**src/rtl/uart_tx.sv**
```systemverilog
`default_nettype none
// ----------------------------------------------------------------------------
// uart_tx : byte UART transmitter, 1 start / 8 data (LSB first) / 1 stop bit.
// Define UART_TX_PARITY_EN to insert an even-parity bit after data bit 7.
// Revision: 1.0
// ----------------------------------------------------------------------------
module uart_tx #(
  parameter int CLOCKS_PER_BIT = 87
) (
  input  logic       clkTx,
  input  logic       reset,
  input  logic       txStart,
  input  logic [7:0] txData,
  output logic       serialOutput,
  output logic       txBusy,
  output logic       txDone
);

  localparam logic [7:0] c_BIT_LAST = 8'(CLOCKS_PER_BIT - 1);

  typedef enum logic [2:0] {
    IDLE   = 3'd0,
    START  = 3'd1,
    DATA   = 3'd2,
    PARITY = 3'd3,
    STOP   = 3'd4
  } state_t;

  state_t      state_q, state_d;
  logic [7:0]  cnt_q, cnt_d;
  logic [2:0]  idx_q, idx_d;
  logic [7:0]  shift_q, shift_d;
  logic        serial_q, serial_d;
  logic        done_q, done_d;
  logic        w_bit_end;
`ifdef UART_TX_PARITY_EN
  logic        parity_q, parity_d;
`endif

  assign w_bit_end    = (cnt_q == c_BIT_LAST);
  assign serialOutput = serial_q;
  assign txBusy       = (state_q != IDLE);
  assign txDone       = done_q;

  always_ff @(posedge clkTx or posedge reset) begin
    if (reset) begin
      state_q  <= IDLE;
      cnt_q    <= '0;
      idx_q    <= '0;
      shift_q  <= '0;
      serial_q <= 1'b1;
      done_q   <= 1'b0;
`ifdef UART_TX_PARITY_EN
      parity_q <= 1'b0;
`endif
    end else begin
      state_q  <= state_d;
      cnt_q    <= cnt_d;
      idx_q    <= idx_d;
      shift_q  <= shift_d;
      serial_q <= serial_d;
      done_q   <= done_d;
`ifdef UART_TX_PARITY_EN
      parity_q <= parity_d;
`endif
    end
  end

  // The line level for the next bit is decided here and registered, so the
  // output changes only on clock edges.
  always_comb begin
    state_d  = state_q;
    cnt_d    = w_bit_end ? 8'd0 : cnt_q + 8'd1;
    idx_d    = idx_q;
    shift_d  = shift_q;
    serial_d = serial_q;
    done_d   = 1'b0;
`ifdef UART_TX_PARITY_EN
    parity_d = parity_q;
`endif
    case (state_q)
      IDLE: begin
        cnt_d    = 8'd0;
        idx_d    = 3'd0;
        serial_d = 1'b1;
        if (txStart) begin
          shift_d  = txData;
          serial_d = 1'b0;
          state_d  = START;
`ifdef UART_TX_PARITY_EN
          parity_d = ^txData;
`endif
        end
      end
      START: begin
        if (w_bit_end) begin
          serial_d = shift_q[0];
          state_d  = DATA;
        end
      end
      DATA: begin
        if (w_bit_end) begin
          if (idx_q == 3'd7) begin
            idx_d = 3'd0;
`ifdef UART_TX_PARITY_EN
            serial_d = parity_q;
            state_d  = PARITY;
`else
            serial_d = 1'b1;
            state_d  = STOP;
`endif
          end else begin
            idx_d    = idx_q + 3'd1;
            shift_d  = {1'b0, shift_q[7:1]};
            serial_d = shift_q[1];
          end
        end
      end
`ifdef UART_TX_PARITY_EN
      PARITY: begin
        if (w_bit_end) begin
          serial_d = 1'b1;
          state_d  = STOP;
        end
      end
`endif
      STOP: begin
        if (w_bit_end) begin
          serial_d = 1'b1;
          done_d   = 1'b1;
          state_d  = IDLE;
        end
      end
      default: begin
        cnt_d    = 8'd0;
        idx_d    = 3'd0;
        serial_d = 1'b1;
        state_d  = IDLE;
      end
    endcase
  end

endmodule
`default_nettype wire

```
**config.mk**
```make
export PLATFORM = sky130hd
export DESIGN_NAME = uart_tx
export DESIGN_NICKNAME = d
export VERILOG_FILES = /design/src/rtl/uart_tx.sv
export SDC_FILE = /design/constraint.sdc
export NUM_CORES = 1
export LEC_CHECK = 0
export CORE_UTILIZATION = 40
export DETAILED_ROUTE_END_ITERATION = 10
export SYNTH_ARGS = -nofsm -noshare
export SYNTH_HDL_FRONTEND = slang
export SYNTH_SLANG_ARGS = --single-unit
```
**constraint.sdc**
```tcl
create_clock -name clkTx -period 2.03 [get_ports clkTx]
set_input_delay 0.3045 -clock clkTx [delete_from_list [all_inputs] [get_ports clkTx]]
set_output_delay 0.3045 -clock clkTx [all_outputs]
set_load 0.02 [all_outputs]
```
==> results of run 1 <==
[where the power goes]
group	switching [mW]	leakage, nW	total (mW)	internal (mW)
registers	0.133	0.301	0.771	0.638
clock network	0.153	0.0279	0.353	0.200
logic	0.181	0.351	0.418	0.237
total	0.468	0.680	1.54	1.07
[worst register-to-register path, stage by stage, from the launching register on]
cell and delay, ns:
dfrtp_1 0.43, ha_1 0.24, ha_1 0.21, nand2_1 0.07, o211ai_1 0.12, a21oi_4 0.27
mux2_2 0.37
[metal layers]
layer	wire length [µm]	share of wire, %	up-vias	GRT usage, %
met1	1100	49	430	20.3
met5	0	0	-	0
met2	1060	48	10	24.0
li1	-	-	423	-
met3	42	1.9	4	1.98
met4	27	1.2	0	7.14
[cell type report]
cell class | count | area (µm²) | area share [%]
Clock buffer | 3 | 22.5 | 1.47
Clock inverter | 1 | 30.0 | 1.95
Inverter | 4 | 15.0 | 0.977
Multi-Input combinational cell | 77 | 648 | 42.2
Sequential cell | 24 | 603 | 39.3
Tap cell | 44 | 55.1 | 3.58
Timing Repair Buffer | 17 | 163 | 10.6
[cell usage after synthesis]
library cell / n / area share [%]
mux2_2: 15 / 13
mux2_4: 1 / 1.2
and3_2: 1 / 0.58
a211o_1: 1 / 0.68
nor3b_1: 1 / 0.58
nor2_2: 1 / 0.49
o21ai_0: 3 / 1.2
dfstp_2: 1 / 2.0
a21oi_4: 1 / 1.3
o211ai_1: 1 / 0.58
and4bb_2: 1 / 0.97
dfrtp_1: 23 / 45
xnor2_1: 3 / 2.0
o22ai_2: 1 / 0.97
nor3_4: 1 / 1.3
inv_1: 4 / 1.2
ha_1: 5 / 4.9
a22o_1: 2 / 1.4
and3_1: 1 / 0.49
nand4b_1: 1 / 0.68
xor2_1: 5 / 3.4
buf_6: 1 / 0.88
and4b_4: 1 / 1.1
o21a_1: 2 / 1.2
nand4b_4: 1 / 1.8
o22ai_1: 1 / 0.49
nor4b_1: 1 / 0.68
nand3_1: 6 / 2.3
nand2_1: 4 / 1.2
buf_2: 2 / 0.78
nor2_1: 12 / 3.5
a21oi_1: 2 / 0.78
a2111oi_0: 1 / 0.68
o211ai_2: 1 / 0.97
[logic make-up after synthesis]
logic type	synth area share, %
AND/OR/NAND/NOR	15.7
adder cells (fa/ha/maj)	4.86
AO/OA/AOI/OAI	10.1
flip-flops	46.8
XOR/XNOR	5.45
multiplexers	14.3
buffers and inverters	2.82
[repair_timing]
item	4_1_cts	5_1_grt
setup endpoints to repair	1	1
cloned	0	0
gates resized for setup	1	1
[layout by cell type, fill, tap and decap left out, types with 2 or more instances in the layout]
cell	count
buf_4	4
o21a_1	2
inv_1	4
a21oi_1	2
clkdlybuf4s50_1	12
nor2_1	12
o21ai_0	3
xor2_1	5
mux2_2	15
nand3_1	6
ha_1	5
dfrtp_1	22
clkbuf_4	3
nand2_1	4
xnor2_1	3
a22o_1	2
[flip-flops by register name (all words and copies together), names as in the netlist]
signal	cells
idx_q	3
state_q	3
txDone	1
serialOutput	1
cnt_q	8
shift_q	8
[metrics by stage]
step	utilization, %	hold WS, ns
after floorplan	-	0.318
after global placement	48.5	0.463
after detailed placement	48.5	0.468
after CTS	50.2	0.307
after global routing	50.3	0.348
final	50.3	0.299
[worst paths after layout]
kind                          start            to  cells past startpoint
min reg2reg                cnt_q[0]      cnt_q[0]                      1
max in group asynchronous     reset  serialOutput                      3
max reg2reg                idx_q[0]    shift_q[5]                      6
min                           reset      cnt_q[0]                      3
max                        idx_q[0]    shift_q[5]                      6
min in group clkTx         cnt_q[0]      cnt_q[0]                      1
==> summary.md, run 1 <==
| Metric | Value |
|---|---|
| Hold Crit Class | primary input to async pin |
| Core Region | 0.00305 mm² |
| Non-filler cells, final | 170 |
| Vias in the first global route | 857 |
| Slew margin rel. | 71.1% |
| Sink Count | 24 |
| Nets@finish | 143 |
| DR DRC count | 0 |
| Inst Count DP | 166 |
| Root Buffer | clkbuf_4 |
| Share of layout cells above drive strength 1 | 27.8% |
| Global-route usage over all layers | 15.0% |
| PnR worst setup slack | 0.233 ns |
| Via Count | 867 |
| Post-layout minimum cycle time | 1.80 ns |
| First drt pass iteration count | 4 |
| Dpl hpwl | 1610 µm |
| Largest stage delay on the critical path | 0.43 ns |
| Drt total wl | 2230 µm |
| DP Area | 0.00148 mm² |
| Synthesized flop and latch total | 24 |
| Top Family by Delay on Critical Path | adder cells |
| Slew Viols, Final | 0 |
| Filler Cells Inserted | 282 |
| Initial antenna violation count | 0 |
| CP cell instances | ha_1 -> ha_1 -> nand2_1 -> o211ai_1 -> a21oi_4 -> mux2_2 |
| CP Launch Type | register |
| Synth warn | 0 |
| GRT Residual Overflow | 0 |
| RSZ-0062 raised after global routing | false |
| Routability-driven placement congestion ratio | 0.715 |
| R2R setup slack | 0.23 ns |
| CTS Hold Bufs | 0 |
| Die Footprint | 0.00345 mm² |
| Clock Latency Late Sink | 0.32 ns |
| Mapped Area | 0.00129 mm² |
| Syn Nets | 124 |
| CP most frequent cell | ha_1 |
| CP Class | register to register |
| Syn Area/Cell | 11.9 µm² |
| Leak | 0.680 nW |
| Pwr Density | 1000 mW/mm² |
| Setup WS pre-CTS | 0.240 ns |
| Ports | 14 |
| Outcome | finished, final reports clean |
| Worst Path Buf+Inv | 0 |
| Final Hold Vio Count | 0 |
| First-pass GRT wire length | 3910 µm |
| Post-Synthesis Cells | 108 |
| Cell variety after synth | 34 |
| DRT antenna net count | 0 |
| Arrival @ worst endpoint | 2.01 ns |
| Power Total | 1.54 mW |
| Max clock buf depth | 2 |
| Worst endpoint required time | 2.25 ns |
| Slew @ Worst Pin | 0.431 ns |
| Post-CTS setup buffer count | 0 |
| Final instance area | 0.00154 mm² |
| Antenna diode count | 0 |
| Max cap viols | 0 |
| Peak VDD IR | 0.490 mV |
| Drt initial violations | 24 |
| Chip Height | 58.7 µm |
| Drt via density | 5.10 |
| Final setup violation count | 0 |
| CTS tree | built |
| DR WL/cell | 13.1 µm |
| Critical-path cell with the highest stage delay | dfrtp_1 |
| Starting Density | 42.1% |
| Critical path fanouts, max | 8 |
| H-tree Lvls | 1 |
| Clock transition at path regs | 0.15 ns |
| CP endpoint kind | register |
| Pin count of the biggest net entering global routing | 25 |
| P&R area growth vs syn | 19.5% |
| Num CTS Buffers | 3 |
| Port Buffer Count | 13 |
| Sequential area share after synthesis | 46.8% |
| Chip Width | 58.7 µm |
| Std-Cell Rows | 20 |
| Final period util | 88.5% |
| Fin Setup TNS | 0 ns |
| Worst clock skew | 0.0105 ns |
| Fmax | 0.557 GHz |
No activity file was read; power rests on OpenSTA's default activity.
==> run 2, diff against run 1 <==
- ABC_AREA: not set -> 0
==> results of run 2 <==
The final DEF is identical to that of run 1; final timing and power are the same.
